<file path="src/rtl/ecc_sram_err_logger_if.sv">
// TCDM request port of one ECC SRAM bank, as seen by an observer.
// The bank side drives every signal; the error logger only listens.
interface ecc_sram_err_logger_if #(
    parameter int unsigned BEWidth = 4
);
    logic               req;
    logic               gnt;
    logic               wen;
    logic [BEWidth-1:0] be;
    logic [31:0]        add;

    modport master (output req, gnt, wen, be, add);
    modport slave  (input  req, gnt, wen, be, add);
endinterface

</file>
<file path="src/rtl/ecc_sram_err_logger.sv">
// ECC SRAM bank error logger: saturating event counters, first-failing-word
// capture and a sticky interrupt, purely observing the bank's TCDM port.
module ecc_sram_err_logger #(
    parameter  int unsigned BankSize     = 256,
    parameter  int unsigned BEWidth      = 4,
    parameter  int unsigned CntWidth     = 16,
    localparam int unsigned BankAddWidth = $clog2(BankSize)
) (
    input  logic                       clk_i,
    input  logic                       rst_ni,
    ecc_sram_err_logger_if.slave       tcdm,
    input  logic                       single_error_i,
    input  logic                       multi_error_i,
    input  logic                       scrub_fix_i,
    input  logic                       scrub_uncorrectable_i,
    input  logic                       clear_i,
    input  logic                       irq_en_i,
    output logic [CntWidth-1:0]        single_cnt_o,
    output logic [CntWidth-1:0]        multi_cnt_o,
    output logic [CntWidth-1:0]        scrub_fix_cnt_o,
    output logic [CntWidth-1:0]        scrub_unc_cnt_o,
    output logic [BankAddWidth-1:0]    err_addr_o,
    output logic                       err_valid_o,
    output logic                       err_multi_o,
    output logic                       irq_o
);

    typedef enum logic [1:0] {
        IDLE       = 2'd0,
        CAP_SINGLE = 2'd1,
        CAP_MULTI  = 2'd2
    } state_e;

    function automatic logic [CntWidth-1:0] sat_inc(input logic [CntWidth-1:0] cnt,
                                                    input logic                ev);
        if (ev && (cnt != {CntWidth{1'b1}})) begin
            return cnt + {{(CntWidth-1){1'b0}}, 1'b1};
        end else begin
            return cnt;
        end
    endfunction

    state_e                  state_q;
    logic                    pend_q;
    logic [BankAddWidth-1:0] addr_q;
    logic [BankAddWidth-1:0] err_addr_q;
    logic                    err_valid_q;
    logic                    err_multi_q;
    logic                    irq_q;
    logic [CntWidth-1:0]     single_cnt_q;
    logic [CntWidth-1:0]     multi_cnt_q;
    logic [CntWidth-1:0]     scrub_fix_cnt_q;
    logic [CntWidth-1:0]     scrub_unc_cnt_q;

    logic checked_s;
    logic single_ev_s;
    logic capture_s;
    logic unused_add_s;

    // Only reads and partial writes go through the ECC check path of the wrapper.
    always_comb begin
        checked_s   = tcdm.req & tcdm.gnt & (tcdm.wen | (tcdm.be != {BEWidth{1'b1}}));
        single_ev_s = single_error_i & ~multi_error_i;
        capture_s   = 1'b0;
        if (pend_q && (state_q == IDLE)) begin
            capture_s = single_error_i | multi_error_i;
        end else if (pend_q && (state_q == CAP_SINGLE)) begin
            capture_s = multi_error_i;
        end else begin
            capture_s = 1'b0;
        end
    end

    assign unused_add_s = ^{tcdm.add[31:BankAddWidth+2], tcdm.add[1:0]};

    // Remember the word of the access whose response arrives next cycle.
    always_ff @(posedge clk_i or negedge rst_ni) begin
        if (!rst_ni) begin
            pend_q <= 1'b0;
            addr_q <= {BankAddWidth{1'b0}};
        end else begin
            pend_q <= checked_s;
            if (checked_s) begin
                addr_q <= tcdm.add[BankAddWidth+1:2];
            end else begin
                addr_q <= addr_q;
            end
        end
    end

    // Saturating event counters; a simultaneous single and multi counts as multi.
    always_ff @(posedge clk_i or negedge rst_ni) begin
        if (!rst_ni) begin
            single_cnt_q    <= {CntWidth{1'b0}};
            multi_cnt_q     <= {CntWidth{1'b0}};
            scrub_fix_cnt_q <= {CntWidth{1'b0}};
            scrub_unc_cnt_q <= {CntWidth{1'b0}};
        end else if (clear_i) begin
            single_cnt_q    <= {CntWidth{1'b0}};
            multi_cnt_q     <= {CntWidth{1'b0}};
            scrub_fix_cnt_q <= {CntWidth{1'b0}};
            scrub_unc_cnt_q <= {CntWidth{1'b0}};
        end else begin
            single_cnt_q    <= sat_inc(single_cnt_q, single_ev_s);
            multi_cnt_q     <= sat_inc(multi_cnt_q, multi_error_i);
            scrub_fix_cnt_q <= sat_inc(scrub_fix_cnt_q, scrub_fix_i);
            scrub_unc_cnt_q <= sat_inc(scrub_unc_cnt_q, scrub_uncorrectable_i);
        end
    end

    // Capture FSM with its registered outputs and the sticky interrupt.
    always_ff @(posedge clk_i or negedge rst_ni) begin
        if (!rst_ni) begin
            state_q     <= IDLE;
            err_addr_q  <= {BankAddWidth{1'b0}};
            err_valid_q <= 1'b0;
            err_multi_q <= 1'b0;
            irq_q       <= 1'b0;
        end else if (clear_i) begin
            state_q     <= IDLE;
            err_addr_q  <= {BankAddWidth{1'b0}};
            err_valid_q <= 1'b0;
            err_multi_q <= 1'b0;
            irq_q       <= 1'b0;
        end else begin
            case (state_q)
                IDLE, CAP_SINGLE: begin
                    if (pend_q && multi_error_i) begin
                        state_q     <= CAP_MULTI;
                        err_addr_q  <= addr_q;
                        err_valid_q <= 1'b1;
                        err_multi_q <= 1'b1;
                    end else if (pend_q && single_error_i && (state_q == IDLE)) begin
                        state_q     <= CAP_SINGLE;
                        err_addr_q  <= addr_q;
                        err_valid_q <= 1'b1;
                        err_multi_q <= 1'b0;
                    end else begin
                        state_q <= state_q;
                    end
                end
                CAP_MULTI: begin
                    state_q <= CAP_MULTI;
                end
                default: begin
                    state_q     <= IDLE;
                    err_addr_q  <= {BankAddWidth{1'b0}};
                    err_valid_q <= 1'b0;
                    err_multi_q <= 1'b0;
                end
            endcase
            if (irq_en_i && (capture_s || scrub_uncorrectable_i)) begin
                irq_q <= 1'b1;
            end else begin
                irq_q <= irq_q;
            end
        end
    end

    assign single_cnt_o    = single_cnt_q;
    assign multi_cnt_o     = multi_cnt_q;
    assign scrub_fix_cnt_o = scrub_fix_cnt_q;
    assign scrub_unc_cnt_o = scrub_unc_cnt_q;
    assign err_addr_o      = err_addr_q;
    assign err_valid_o     = err_valid_q;
    assign err_multi_o     = err_multi_q;
    assign irq_o           = irq_q;

endmodule
</file>
<file path="src/flat_wrapper.sv">
// flat-port wrapper written by rule: the top's interface ports become plain ports
module ecc_sram_err_logger_flat 
#(
    parameter  int unsigned BankSize     = 256,
    parameter  int unsigned BEWidth      = 4,
    parameter  int unsigned CntWidth     = 16,
    localparam int unsigned BankAddWidth = $clog2(BankSize)
)
  (clk_i, rst_ni, single_error_i, multi_error_i, scrub_fix_i, scrub_uncorrectable_i, clear_i, irq_en_i, single_cnt_o, multi_cnt_o, scrub_fix_cnt_o, scrub_unc_cnt_o, err_addr_o, err_valid_o, err_multi_o, irq_o, tcdm_req, tcdm_gnt, tcdm_wen, tcdm_be, tcdm_add);
  ecc_sram_err_logger_if #(.BEWidth(BEWidth)) tcdm_i ();
  input  logic clk_i;
  input  logic rst_ni;
  input  logic single_error_i;
  input  logic multi_error_i;
  input  logic scrub_fix_i;
  input  logic scrub_uncorrectable_i;
  input  logic clear_i;
  input  logic irq_en_i;
  output logic [CntWidth-1:0] single_cnt_o;
  output logic [CntWidth-1:0] multi_cnt_o;
  output logic [CntWidth-1:0] scrub_fix_cnt_o;
  output logic [CntWidth-1:0] scrub_unc_cnt_o;
  output logic [BankAddWidth-1:0] err_addr_o;
  output logic err_valid_o;
  output logic err_multi_o;
  output logic irq_o;
  input wire logic [$bits(tcdm_i.req)-1:0] tcdm_req;
  input wire logic [$bits(tcdm_i.gnt)-1:0] tcdm_gnt;
  input wire logic [$bits(tcdm_i.wen)-1:0] tcdm_wen;
  input wire logic [$bits(tcdm_i.be)-1:0] tcdm_be;
  input wire logic [$bits(tcdm_i.add)-1:0] tcdm_add;
  assign tcdm_i.req = tcdm_req;
  assign tcdm_i.gnt = tcdm_gnt;
  assign tcdm_i.wen = tcdm_wen;
  assign tcdm_i.be = tcdm_be;
  assign tcdm_i.add = tcdm_add;
  ecc_sram_err_logger #(.BankSize(BankSize), .BEWidth(BEWidth), .CntWidth(CntWidth)) u_core (.clk_i(clk_i), .rst_ni(rst_ni), .tcdm(tcdm_i), .single_error_i(single_error_i), .multi_error_i(multi_error_i), .scrub_fix_i(scrub_fix_i), .scrub_uncorrectable_i(scrub_uncorrectable_i), .clear_i(clear_i), .irq_en_i(irq_en_i), .single_cnt_o(single_cnt_o), .multi_cnt_o(multi_cnt_o), .scrub_fix_cnt_o(scrub_fix_cnt_o), .scrub_unc_cnt_o(scrub_unc_cnt_o), .err_addr_o(err_addr_o), .err_valid_o(err_valid_o), .err_multi_o(err_multi_o), .irq_o(irq_o));
endmodule
</file>
<file path="config.mk">
export PLATFORM = sky130hd
export DESIGN_NAME = ecc_sram_err_logger_flat
export DESIGN_NICKNAME = d
export VERILOG_FILES = /design/src/rtl/ecc_sram_err_logger_if.sv /design/src/rtl/ecc_sram_err_logger.sv /design/src/flat_wrapper.sv
export SDC_FILE = /design/constraint.sdc
export NUM_CORES = 1
export LEC_CHECK = 0
export BUFFER_PORTS_ARGS = -buffer_cell sky130_fd_sc_hd__buf_2
export CAP_MARGIN = 5
export CORE_MARGIN = 2
export CORE_UTILIZATION = 45
export CTS_CLUSTER_SIZE = 16
export DETAILED_ROUTE_END_ITERATION = 12
export GPL_TIMING_DRIVEN = 0
export PLACE_DENSITY_LB_ADDON = 0.12
export SYNTH_ARGS = -nofsm -noshare
export SYNTH_HDL_FRONTEND = slang
export SYNTH_SLANG_ARGS = --single-unit
</file>
<file path="constraint.sdc">
create_clock -name clk_i -period 2.3 [get_ports clk_i]
set_clock_uncertainty 0.15 [all_clocks]
set_input_delay 0.46 -clock clk_i [delete_from_list [all_inputs] [get_ports clk_i]]
set_output_delay 0.46 -clock clk_i [all_outputs]
set_load 0.02 [all_outputs]
</file>
After elaboration in Yosys (flattened, before gate mapping):

Cells that the tools add are included.

* bitwise logic cells: 6
* multiply operators: 0
* add/sub/neg operators: 4
* mux-type cells: 28
* div/mod/pow operators: 0
* reduce and logical (&&, ||, !) cells: 19
* magnitude comparators: 0
* shift-type cells: 0
* eq/ne operators: 9

Operators by type and width (count)
* $mux 16: 8
* $add 16x1->16 const B: 4
* $ne 16x16->1 const B: 4
* $mux 8: 3
* $pmux 8 s2: 1
* $logic_and 1x1->1: 10
* $mux 1: 10
* $reduce_bool 2->1: 5
* $mux 2: 3
* $ne 4x2->1 const B: 1
* $ne 4x4->1 const B: 1
* $pmux 1 s2: 2
* $pmux 2 s2: 1
* $and 1x1->1: 3
* $eq 2x1->1 const B: 1
* $eq 2x2->1 const B: 1
* $logic_not 2->1: 1
* $ne 2x2->1 const B: 1
* $or 1x1->1: 2
* $reduce_and 2->1: 1
* $reduce_or 2->1: 1
* $logic_or 1x1->1: 1
* $not 1->1: 1

* memory bits (writable): 0
* output and inout bits: 75
* memory bits (read-only): 0
* bits in registers: 86
* word-level logic and storage cells: 77
* memories kept: 0
* bits in latches: 0
* input port bits: 47

Longest topological paths before layout:

* word-level depth: 8
* depth in mapped cells: 7
* gate-level depth less buffers: 6

Worst setup path after synthesis:

OpenSTA, ideal clock, no wires.

* path kind: reg-to-reg
* start: register u_core.scrub_unc_cnt_q[0], in the netlist u_core.scrub_unc_cnt_o[0]
* end: register u_core.scrub_unc_cnt_q[3], in the netlist u_core.scrub_unc_cnt_o[3]
* buffers on the path: 1
* required time: 2018 ps
* setup slack: 366 ps
* arrival: 1652 ps
* library setup time: 132 ps
* period minus slack after synthesis: 1934 ps
* cell stages (with the launch flop): 8
* cells stage by stage: dfrtp_1 > ha_1 > and4_1 > clkbuf_1 > a41oi_2 > nand4_1 > xor2_1 > nor2_1

* longest elaborated chain between the ends: 3
* elaborated cells between the ends (all ways): 6
* those cells by class: add/sub: 1; eq/ne: 1; mux: 2; reduce/logical: 2

Ends and longest elaborated chain
* start: declaration: RTL line ecc_sram_err_logger.sv:53 `logic [CntWidth-1:0] scrub_unc_cnt_q;`
* start signal: assignment: RTL line ecc_sram_err_logger.sv:97 `scrub_unc_cnt_q <= {CntWidth{1'b0}};`
* start signal: assignment: RTL line ecc_sram_err_logger.sv:102 `scrub_unc_cnt_q <= {CntWidth{1'b0}};`
* start signal: assignment: RTL line ecc_sram_err_logger.sv:107 `scrub_unc_cnt_q <= sat_inc(scrub_unc_cnt_q, scrub_uncorrectable_i);`
* $add 16x1->16 or $ne 16x16->1 (tied branches): RTL line ecc_sram_err_logger.sv:37, ecc_sram_err_logger.sv:36
* $mux 16 or $logic_and 1x1->1 (tied branches): RTL line ecc_sram_err_logger.sv:36 `if (ev && (cnt != {CntWidth{1'b1}})) begin`
* $mux 16 or $reduce_bool 2->1 (tied branches)

Several ways; a longest one is shown, not always the timed one. The select of a mux whose other input is x is not followed.
A chain may end at the register's enable or synchronous reset.

Worst setup path after layout:

* start: register u_core.scrub_unc_cnt_q[0], in the netlist u_core.scrub_unc_cnt_o[0]
* end: register u_core.scrub_unc_cnt_q[7], in the netlist u_core.scrub_unc_cnt_o[7]

Same word-level chain as after synthesis.

==> run metrics <==
Core Rows 35; vias in the first global route 3320; core footprint 9150 um^2; startpoint class of the critical path register; Routed WL 9420 um; Syn-to-layout area delta 20.1%; wire length per cell 14.9 um; Final ANT Viol Nets 0; CTS clk-pin slew, worst paths 0.08 ns; CTS tree built; Top FF cell, synth dfrtp_1; dpl cell area 4850 um^2; post-synth top area share 0.512; Final Hold Fails 0; Cell Pwr Density 569 nW/um^2; Netlist Area Pre-Place 4200 um^2; 1st-iter DRT viols 77; I/O Pins 122; Yosys warning count 0; Max VDD drop 0.427 mV; largest net degree at the start of global routing 55; hold_ws 0.193 ns; crit path kind register to register; post-synthesis adder-cell area fraction 0.0119; setup slack after layout 0.224 ns; hold buffer count at cts 1; LEAKAGE 2.43 nW; hold_sp tcdm_add[4]; Hold Path Class input pin to register; Final Critical Period 2.08 ns; RSZ-0062 raised after global routing no; Die ar. 10100 um^2; worst flop-to-flop path startpoint u_core.scrub_unc_cnt_o[0]; syn_nets 461; DR pass1 iterations 4; GP Congestion 0.822; Worst setup EP type register; Resized cells post-CTS 0; Slew Viols, Final 0; fmax 0.482 GHz; asr flop ratio synth 1.00; clock latency on the worst-skew pair 0.35 ns; Inserted Clock Buffers 9; outcome finished, final reports clean; sequential area share after synthesis 0.512; Simple-Gate Fraction of Synth Area 0.226; Max transition margin 0.265; critical path arrival 2.14 ns; share of the cycle needed by the critical path after routing 0.902; Max Cap Viol 0; Synth Register Bits 86; Synth area leader dfrtp_1; first-pass GRT wire length 15800 um; Critical Path Source u_core.scrub_unc_cnt_o[0]; Synth Area per Inst 10.3 um^2; initial antenna violation count 0; number of synthesized flops with an enable pin 0; H-tree Lvls 3; Synth cell types 52; gr usage total 0.196; share of layout cells above drive strength 1 0.261; Tightest Pin Transition 1.09 ns; cell area after layout 5050 um^2; postcts setup bufs 0; leading post-synthesis cells by cell area dfrtp_1, xor2_1, nor2_1; largest family of logic cells by synthesized area simple AND/OR/NAND/NOR gates; via/cell ratio 5.41; IO Port Bufs 95; hpwl dp 6770 um; Sink Count 86; clock buffer depth 2; xor/xnor share of the synthesized area 0.0896; post-synthesis mux area share 0.0313; Setup violations, final 0; Setup TNS 0 ns; WP data required 2.37 ns; Antenna Cells 0; die width 101 um; Compound-Gate Fraction of Synth Area 0.110; Critical Path Fanout Max 9; fin nets 569; Overflow after GRT 0; DRC viols 0; Gate Count Post-Synth 410; clock root cell clkbuf_8; total number of vias 3426; pre-CTS setup slack 0.176 ns; die height 101 um; starting density of the core 0.459; reg-to-reg slack, setup 0.22 ns
cell type report:
type / count / area (um^2)
clock inverter: 4 / 47.5
inverter: 4 / 15.0
timing repair buffer: 97 / 515
tap: 111 / 139
fill: 863 / 4110
buffer: 16 / 68.8
clock buffer: 11 / 141
multi-input combinational: 304 / 1970
sequential: 86 / 2150
logic make-up after synthesis:
logic type	Yosys count
mux	12
buf+inv	20
xor+xnor	43
compound gates	65
fa+ha+maj	4
flops	86
simple gates	180
per-layer routing:
| metal | global-route usage | routed length (um) | vias to the layer above |
|---|---|---|---|
| li1 | - | - | 1680 |
| met1 | 0.265 | 4480 | 1668 |
| met2 | 0.318 | 4460 | 71 |
| met3 | 0.0361 | 390 | 7 |
| met4 | 0.0674 | 89 | 0 |
| met5 | 0 | 0 | - |
critical path, cell delays in order, from the launching register on:
cell,delay [ns]
dfrtp_1,0.44
ha_1,0.25
and4_1,0.16
clkbuf_1,0.16
a41oi_2,0.39
nand4_1,0.17
xor2_1,0.17
nor2_1,0.06
synth_stat cells (2+ instances only):
cell and instances:
clkbuf_1 9, xor2_1 29, and4_1 9, ha_1 4
or3_2 2, mux2_2 9, a22o_1 8, mux2i_1 3
buf_1 2, o21ai_0 16, or3_1 9, nand3b_1 2
nand2_1 27, a211oi_1 3, inv_1 3, xnor2_1 14
nor3_1 8, nor2_1 58, nand3_1 19, nand4_1 19
o211ai_1 4, nor4b_1 2, dfrtp_1 86, and2_1 3
nor2b_1 2, buf_2 4, and3_1 11, a21oi_1 21
final timing paths:
path                       cells past startpoint                          to
min in group asynchronous                      2      u_core.multi_cnt_o[13]
setup reg to reg                               7   u_core.scrub_unc_cnt_o[7]
hold / removal                                 2            u_core.addr_q[2]
hold reg to reg                                1        u_core.err_addr_o[4]
max in group asynchronous                      3  u_core.scrub_fix_cnt_o[14]
setup / recovery                               7   u_core.scrub_unc_cnt_o[7]
sequential cells by signal, indices dropped and copies added, names as in the netlist, 2 cells and up:
name and count:
u_core.scrub_fix_cnt_o 16, u_core.multi_cnt_o 16, u_core.addr_q 8, u_core.scrub_unc_cnt_o 16, u_core.state_q 2, u_core.single_cnt_o 16, u_core.err_addr_o 8
stage by stage:
stage | power [mW] | instances | utilization
2_1_floorplan | 1.75 | 410 | -
3_3_place_gp | 1.86 | 616 | 0.526
3_5_place_dp | 1.87 | 617 | 0.530
4_1_cts | 2.92 | 633 | 0.551
5_1_grt | 3.00 | 633 | 0.551
6_report | 2.87 | 633 | 0.551
power breakdown:
part / switching (mW) / leakage (nW) / total, mW / internal [mW]
logic: 0.146 / 1.16 / 0.237 / 0.0916
registers: 0.0383 / 1.17 / 1.60 / 1.56
clock network: 0.516 / 0.0952 / 1.04 / 0.523
total: 0.700 / 2.43 / 2.87 / 2.17
cell usage in the layout (no fill, tap or decap), types with 3 or more instances in the layout:
cell type,synthesis,routed
buf_2,4,98
dfrtp_1,86,86
nor2_1,58,58
xor2_1,29,29
nand2_1,27,27
a21oi_1,21,21
nand4_1,19,19
nand3_1,19,19
o21ai_0,16,16
xnor2_1,14,14
and3_1,11,11
clkbuf_1,9,10
clkbuf_8,0,10
mux2_2,9,9
and4_1,9,9
or3_1,9,9
nor3_1,8,8
a22o_1,8,8
o211ai_1,4,4
ha_1,4,4
inv_1,3,3
and2_1,3,3
mux2i_1,3,3
a211oi_1,3,3
Note: power is estimated with default switching activity, not from simulation.
